==> src/rtl/key_event_reader.sv <==
// key_event_reader: turns the raw active-low board button into clean events.
// A 2-flop synchroniser feeds a debounce/hold FSM. The FSM emits single-cycle
// press, release, long-press and auto-repeat strobes and keeps a press counter.
module key_event_reader #(
   parameter int DEBOUNCE_CYCLES = 1000000,
   parameter int LONG_CYCLES     = 100000000,
   parameter int REPEAT_CYCLES   = 20000000
) (
   input  logic       CLK100MHZ,
   input  logic       RST,
   input  logic       KEY_N,
   input  logic       CNT_CLR,
   output logic       key_level,
   output logic       press_pulse,
   output logic       release_pulse,
   output logic       long_pulse,
   output logic       repeat_pulse,
   output logic [7:0] press_count
);

   localparam int MAX_DL = (DEBOUNCE_CYCLES > LONG_CYCLES) ? DEBOUNCE_CYCLES : LONG_CYCLES;
   localparam int MAX_ALL = (MAX_DL > REPEAT_CYCLES) ? MAX_DL : REPEAT_CYCLES;
   localparam int TW = $clog2(MAX_ALL);

   localparam logic [TW-1:0] DEB_LAST  = TW'(DEBOUNCE_CYCLES - 1);
   localparam logic [TW-1:0] LONG_LAST = TW'(LONG_CYCLES - 1);
   localparam logic [TW-1:0] REP_LAST  = TW'(REPEAT_CYCLES - 1);

   typedef enum logic [2:0] {
      S_RELEASED,
      S_PRESS_WAIT,
      S_PRESSED,
      S_REPEAT,
      S_RELEASE_WAIT
   } state_t;

   state_t        state;
   logic [TW-1:0] timer;
   logic          long_done;
   logic          key_raw_p0;
   logic          key_sync;

   // Clear takes effect before the increment, so a coincident clear yields 1.
   function automatic logic [7:0] count_inc(input logic [7:0] cnt, input logic clr);
      logic [7:0] base;
      base = clr ? 8'd0 : cnt;
      return base + 8'd1;
   endfunction

   // Two-flop synchroniser for the asynchronous pin; idles at released (1).
   always_ff @(posedge CLK100MHZ) begin
      if (RST) begin
         key_raw_p0 <= 1'b1;
         key_sync   <= 1'b1;
      end else begin
         key_raw_p0 <= KEY_N;
         key_sync   <= key_raw_p0;
      end
   end

   // Debounce / hold FSM with registered strobes and the press counter.
   always_ff @(posedge CLK100MHZ) begin
      if (RST) begin
         state         <= S_RELEASED;
         timer         <= '0;
         long_done     <= 1'b0;
         key_level     <= 1'b0;
         press_pulse   <= 1'b0;
         release_pulse <= 1'b0;
         long_pulse    <= 1'b0;
         repeat_pulse  <= 1'b0;
         press_count   <= 8'd0;
      end else begin
         press_pulse   <= 1'b0;
         release_pulse <= 1'b0;
         long_pulse    <= 1'b0;
         repeat_pulse  <= 1'b0;
         if (CNT_CLR) press_count <= 8'd0;

         case (state)
            S_RELEASED: begin
               timer <= '0;
               if (!key_sync) state <= S_PRESS_WAIT;
            end
            S_PRESS_WAIT: begin
               // Instability is checked first so a late bounce beats the terminal count.
               if (key_sync) begin
                  state <= S_RELEASED;
                  timer <= '0;
               end else if (timer == DEB_LAST) begin
                  state       <= S_PRESSED;
                  timer       <= '0;
                  key_level   <= 1'b1;
                  press_pulse <= 1'b1;
                  press_count <= count_inc(press_count, CNT_CLR);
               end else begin
                  timer <= timer + 1'b1;
               end
            end
            S_PRESSED: begin
               if (key_sync) begin
                  state <= S_RELEASE_WAIT;
                  timer <= '0;
               end else if (timer == LONG_LAST) begin
                  state      <= S_REPEAT;
                  timer      <= '0;
                  long_pulse <= 1'b1;
                  long_done  <= 1'b1;
               end else begin
                  timer <= timer + 1'b1;
               end
            end
            S_REPEAT: begin
               if (key_sync) begin
                  state <= S_RELEASE_WAIT;
                  timer <= '0;
               end else if (timer == REP_LAST) begin
                  timer        <= '0;
                  repeat_pulse <= 1'b1;
               end else begin
                  timer <= timer + 1'b1;
               end
            end
            S_RELEASE_WAIT: begin
               // A release glitch returns to the hold state it came from, silently.
               if (!key_sync) begin
                  state <= long_done ? S_REPEAT : S_PRESSED;
                  timer <= '0;
               end else if (timer == DEB_LAST) begin
                  state         <= S_RELEASED;
                  timer         <= '0;
                  key_level     <= 1'b0;
                  release_pulse <= 1'b1;
                  long_done     <= 1'b0;
               end else begin
                  timer <= timer + 1'b1;
               end
            end
            default: begin
               state <= S_RELEASED;
               timer <= '0;
            end
         endcase
      end
   end

endmodule

==> config.mk <==
export PLATFORM = sky130hd
export DESIGN_NAME = key_event_reader
export DESIGN_NICKNAME = d
export VERILOG_FILES = /design/src/rtl/key_event_reader.sv
export SDC_FILE = /design/constraint.sdc
export NUM_CORES = 1
export LEC_CHECK = 0
export BUFFER_PORTS_ARGS = -buffer_cell sky130_fd_sc_hd__buf_2
export CORE_AREA = 2 2 76 78
export CTS_BUF_LIST = sky130_fd_sc_hd__clkbuf_8
export DETAILED_ROUTE_END_ITERATION = 12
export DIE_AREA = 0 0 78 80
export GPL_TIMING_DRIVEN = 1
export PLACE_DENSITY_LB_ADDON = 0.15
export SLEW_MARGIN = 0
export SYNTH_ARGS = -nofsm -noshare
export SYNTH_HDL_FRONTEND = slang
export SYNTH_SLANG_ARGS = --single-unit
==> constraint.sdc <==
create_clock -name CLK100MHZ -period 2.8 [get_ports CLK100MHZ]
set_input_delay 0.14 -clock CLK100MHZ [delete_from_list [all_inputs] [get_ports CLK100MHZ]]
set_output_delay 0.14 -clock CLK100MHZ [all_outputs]
set_load 0.1 [all_outputs]
## Word level (Yosys, flattened, before mapping)

Index checks and enable logic that the tools add are counted.

| word-level totals | value |
|---|---|
| word-level logic and storage cells | 79 |
| output and inout port bits | 13 |
| flip-flop bits (word level) | 46 |

| cells by class | value |
|---|---|
| add/sub/neg operators | 2 |
| eq/ne operators | 18 |
| reductions and logical operators | 10 |
| multiplexer cells | 33 |
| bitwise operators | 5 |

Operators by type and width:

| operator | number |
|---|---|
| 27-bit 2-to-1 mux | 7 |
| 27-bit case mux with 4 select lines | 1 |
| 8-bit 2-to-1 mux | 4 |
| 27-bit by 1-bit adder with 27-bit output (second input constant) | 1 |
| 27-bit by 20-bit == test with 1-bit output (second input constant) | 1 |
| 27-bit by 25-bit == test with 1-bit output (second input constant) | 1 |
| 27-bit == test (second input constant) | 1 |
| 3-bit 2-to-1 mux | 8 |
| 2-bit != test (second input constant) | 8 |
| 3-bit case mux with 5 select lines | 1 |
| 5-bit AND reduction | 3 |
| 3-bit OR reduction | 4 |
| 1-bit 2-to-1 mux | 10 |
| 3-bit != test (second input constant) | 3 |
| 8-bit by 1-bit adder with 8-bit output (second input constant) | 1 |
| 3-bit by 2-bit == test with 1-bit output (second input constant) | 2 |
| 1-bit NOT | 5 |
| 1-bit case mux with 2 select lines | 2 |
| 2-bit nonzero test | 2 |
| 3-bit by 1-bit == test with 1-bit output (second input constant) | 1 |
| 3-bit == test (second input constant) | 1 |
| 3-bit zero test | 1 |

## Depth between registers and ports, before layout

| depth | value |
|---|---|
| word-level depth | 5 |
| gate-level depth with buffers | 9 |

## Worst setup path before layout

No wires, ideal clock.

| timing path | value |
|---|---|
| path kind | flip-flop to flip-flop |
| from | register timer[0] |
| to | register press_count[4] |
| data required time | 2.730 ns |
| setup time | 0.070 ns |
| period minus slack after synthesis | 2.489 ns |
| slack | 0.311 ns |
| cell stages (with the launch flop) | 9 |
| buffers on the path | 2 |
| arrival time | 2.419 ns |
| cells stage by stage | dfxtp_1 > ha_1 > or4b_1 > or3_1 > buf_2 > or3_1 > buf_2 > or3_1 > a21boi_1 |

| between the ends | value |
|---|---|
| longest elaborated chain between the ends | 4 |

RTL lines:

| item | line | text |
|---|---|---|
| from (decl) | 38 | `logic [TW-1:0] timer;` |
| from (signal assigned) | 97 | `timer <= timer + 1'b1;` |
| from (signal assigned) | 110 | `timer <= timer + 1'b1;` |
| from (signal assigned) | 121 | `timer <= timer + 1'b1;` |
| 27-bit by 20-bit == test with 1-bit output | 90 | `end else if (timer == DEB_LAST) begin` |
| 8-bit 2-to-1 mux | 90 |  |
| 8-bit 2-to-1 mux | 87 | `if (key_sync) begin` |
| 8-bit 2-to-1 mux | 80 | `case (state)` |
| to (signal assigned) | 95 | `press_count <= count_inc(press_count, CNT_CLR);` |
| to (decl) | 18 | `output logic [7:0] press_count` |

No other way between the ends.
A chain may end at the register's enable or synchronous reset.

## Final worst setup path

| timing path | value |
|---|---|
| from | register timer[0] |
| to | register press_count[6] |

Same word-level chain as after synthesis.

==> flow_summary.toml <==
[layout]
drive_gt1_frac = 0.1296
final_common_cell = "dfxtp_1"
n_fill_cell = 551
most-common-layout-cells = "dfxtp_1 (46), nor2_1 (35), nand2_1 (16), buf_2 (16)"
antenna_cells = 0
area_growth_pct = 13.67
final_nets = 275

[synthesis]
syn-num-nets = 256
syn_area_um2 = 2123
synth_area_leaders = "dfxtp_1 (43%), nor2_1 (6.2%), xor2_1 (4.5%), xnor2_1 (4.1%), nand4_1 (3.8%)"
yosys_warnings = 0
synth_top_area_frac = 0.4337
yosys.area.top_type = "dfxtp_1"
synth_edf_count = 0
synthCells = 250
postSynthAreaPerCell_um2 = 8.493
yosysSeqAreaShare = 0.4337
ys.flop_type = "dfxtp_1"
synth-seq-cells = 46
async_flop_share = 0
synth_cell_type_count = 40

[global_route]
antenna_found_initial = 0
overflow = 0
grt_pass1_vias = 1659
grt_max_degree = 28
grt_pass1_wl_um = 7790
grt.total_usage = 0.1571

[clock_tree]
cts-htree-levels = 2
path_clk_slew_ns = 0.09
ctsResizeCount = 0
cts_tree = "done"
cts_setup_buffers = 0
cts_buffers = 5
clockBufferDepth = 2
numClockSinks = 46
cts_root_buf = "clkbuf_8"
cts-hold-fix-buffers = 0
clkLatencyLatePin_ns = 0.30

[critical_path]
rr_worst_depth = 6
worstPathArrival_ns = 2.85
path_max_fanout = 7
r2r-start = "timer[0]$_SDFF_PP0_"
worst_setup_path_end_kind = "register"
r2r-end = "press_count[6]$_SDFF_PP0_"
required_ns = 3.04
critPathKind = "reg -> reg"
start_kind = "register"
rrSetupSlack_ns = 0.19

[timing]
finalMaxSlewViolations = 0
min_period_ns = 2.612
final.period_utilization = 0.9330
fmax_mhz = 382.8
tightestPinTransition_ns = 0.6668
tns_ns = 0
slew_headroom = 0.5492
hold_viol = 0
setup_viol = 0
finClkSkew_ns = 0.01134
rsz0062_at_grt = "no"

[job]
drv_cap = 0

[hold_path]
holdPathEnd = "key_raw_p0$_SDFF_PP1_"
hold_path_class = "in -> reg"
hp-start = "KEY_N"
hold_depth = 2

[die]
die_h_um = 80
core_um2 = 5405
fp-row-count = 27
die_x_um = 78
design.die.area_um2 = 6240
start_util = 0.3928
ios = 17

[drt]
drcViolationCount = 0
drt_pre_antenna_iters = 4
drt_iter0_drc = 81
vias_per_cell = 5.240
ant_nets = 0
drt-total-wl_um = 4379
wl_per_cell_um = 12.80
vias = 1792

[power]
power.total_uw = 1161
power_density_nw_per_um2 = 480.9
p_leak_uw = 0.0007735
ir_drop_v = 0.0002467

[placement]
dp_hpwl_um = 3115
gp_congestion = 0.7582
io_buffers = 16

[outcome]
status = "complete, no violations"
==> state kept, by name (all words and copies together), names as in the netlist <==
name           count
timer             27
press_count        8
state              3
key_level          1
key_raw_p0         1
key_sync           1
long_done          1
long_pulse         1
press_pulse        1
release_pulse      1
repeat_pulse       1
==> per-layer routing <==
layer  part of all wire  vias up  GRT usage
met2               0.44       20     0.2440
met5                  0        -          0
li1                   -      934          -
met3              0.026        4    0.04072
met1               0.52      834     0.2123
met4             0.0096        0    0.05263
==> through the flow <==
step | setup slack [ns] | area (µm²) | util | hold WS, ns | std cells
2_1_floorplan | 0.3109 | 2123 | - | 0.2175 | 250
3_5_place_dp | 0.2032 | 2305 | 0.4264 | 0.3397 | 334
6_report | 0.1876 | 2414 | 0.4465 | 0.03523 | 342
5_1_grt | 0.03821 | 2414 | 0.4465 | 0.02293 | 342
3_3_place_gp | 0.2887 | 2305 | 0.4264 | 0.3408 | 334
4_1_cts | 0.1822 | 2414 | 0.4465 | 0.02774 | 342
==> worst max-delay path: stages (launching register included) <==
cell      delay, ns
dfxtp_1        0.38
ha_1           0.25
or4b_1         0.46
or3_1          0.46
or3_1          0.49
or3_1          0.37
a21boi_1       0.15
==> area by class of cell <==
cell class	count	area [µm²]	share of cell area
Inverter	4	15.01	0.006221
Tap cell	72	90.09	0.03733
Multi-Input combinational cell	191	1149	0.4759
Timing Repair Buffer	21	130.1	0.05391
Clock buffer	5	68.82	0.02851
Sequential cell	46	920.9	0.3815
Clock inverter	3	40.04	0.01659
==> cells by family (layout without fill, tap and decap cells) <==
family	count (synthesis)	after routing	share of synthesized area
DFF	46	46	0.4337
adders and majority gates	2	2	0.01178
xor gates and xnor gates	21	21	0.08662
AOI/OAI and AO/OA	34	34	0.1031
buffers and inverters	13	33	0.02534
and+or+nand+nor	134	134	0.3394
==> cell usage after synthesis, drive strengths merged (3+ instances only) <==
| library cell | number |
|---|---|
| nor3 | 9 |
| xnor2 | 10 |
| nor2b | 5 |
| or4 | 3 |
| nor4b | 3 |
| o31ai | 3 |
| nand4 | 13 |
| nand3 | 13 |
| buf | 4 |
| nor2 | 35 |
| nand2 | 16 |
| and3 | 3 |
| inv | 4 |
| or2 | 4 |
| xor2 | 11 |
| nand2b | 3 |
| or3 | 10 |
| a21oi | 11 |
| dfxtp | 46 |
| clkbuf | 5 |
| o21ai | 11 |
| nor4 | 6 |
==> report_power, final <==
group	switching (µW)	internal, µW
clock	227	263
combinational	7.56	5.03
sequential	2.29	655
==> worst max path at each step <==
stage / from / endpoint / cells after the start
5_1_grt: timer[0]$_SDFF_PP0_ / press_count[6]$_SDFF_PP0_ / 6
2_1_floorplan: timer[0]$_SDFF_PP0_ / press_count[4]$_SDFF_PP0_ / 8
3_3_place_gp: timer[0]$_SDFF_PP0_ / press_count[6]$_SDFF_PP0_ / 6
4_1_cts: timer[0]$_SDFF_PP0_ / press_count[6]$_SDFF_PP0_ / 6
6_report: timer[0]$_SDFF_PP0_ / press_count[6]$_SDFF_PP0_ / 6
3_5_place_dp: timer[0]$_SDFF_PP0_ / press_count[4]$_SDFF_PP0_ / 6
(Power assumes the default switching activity.)
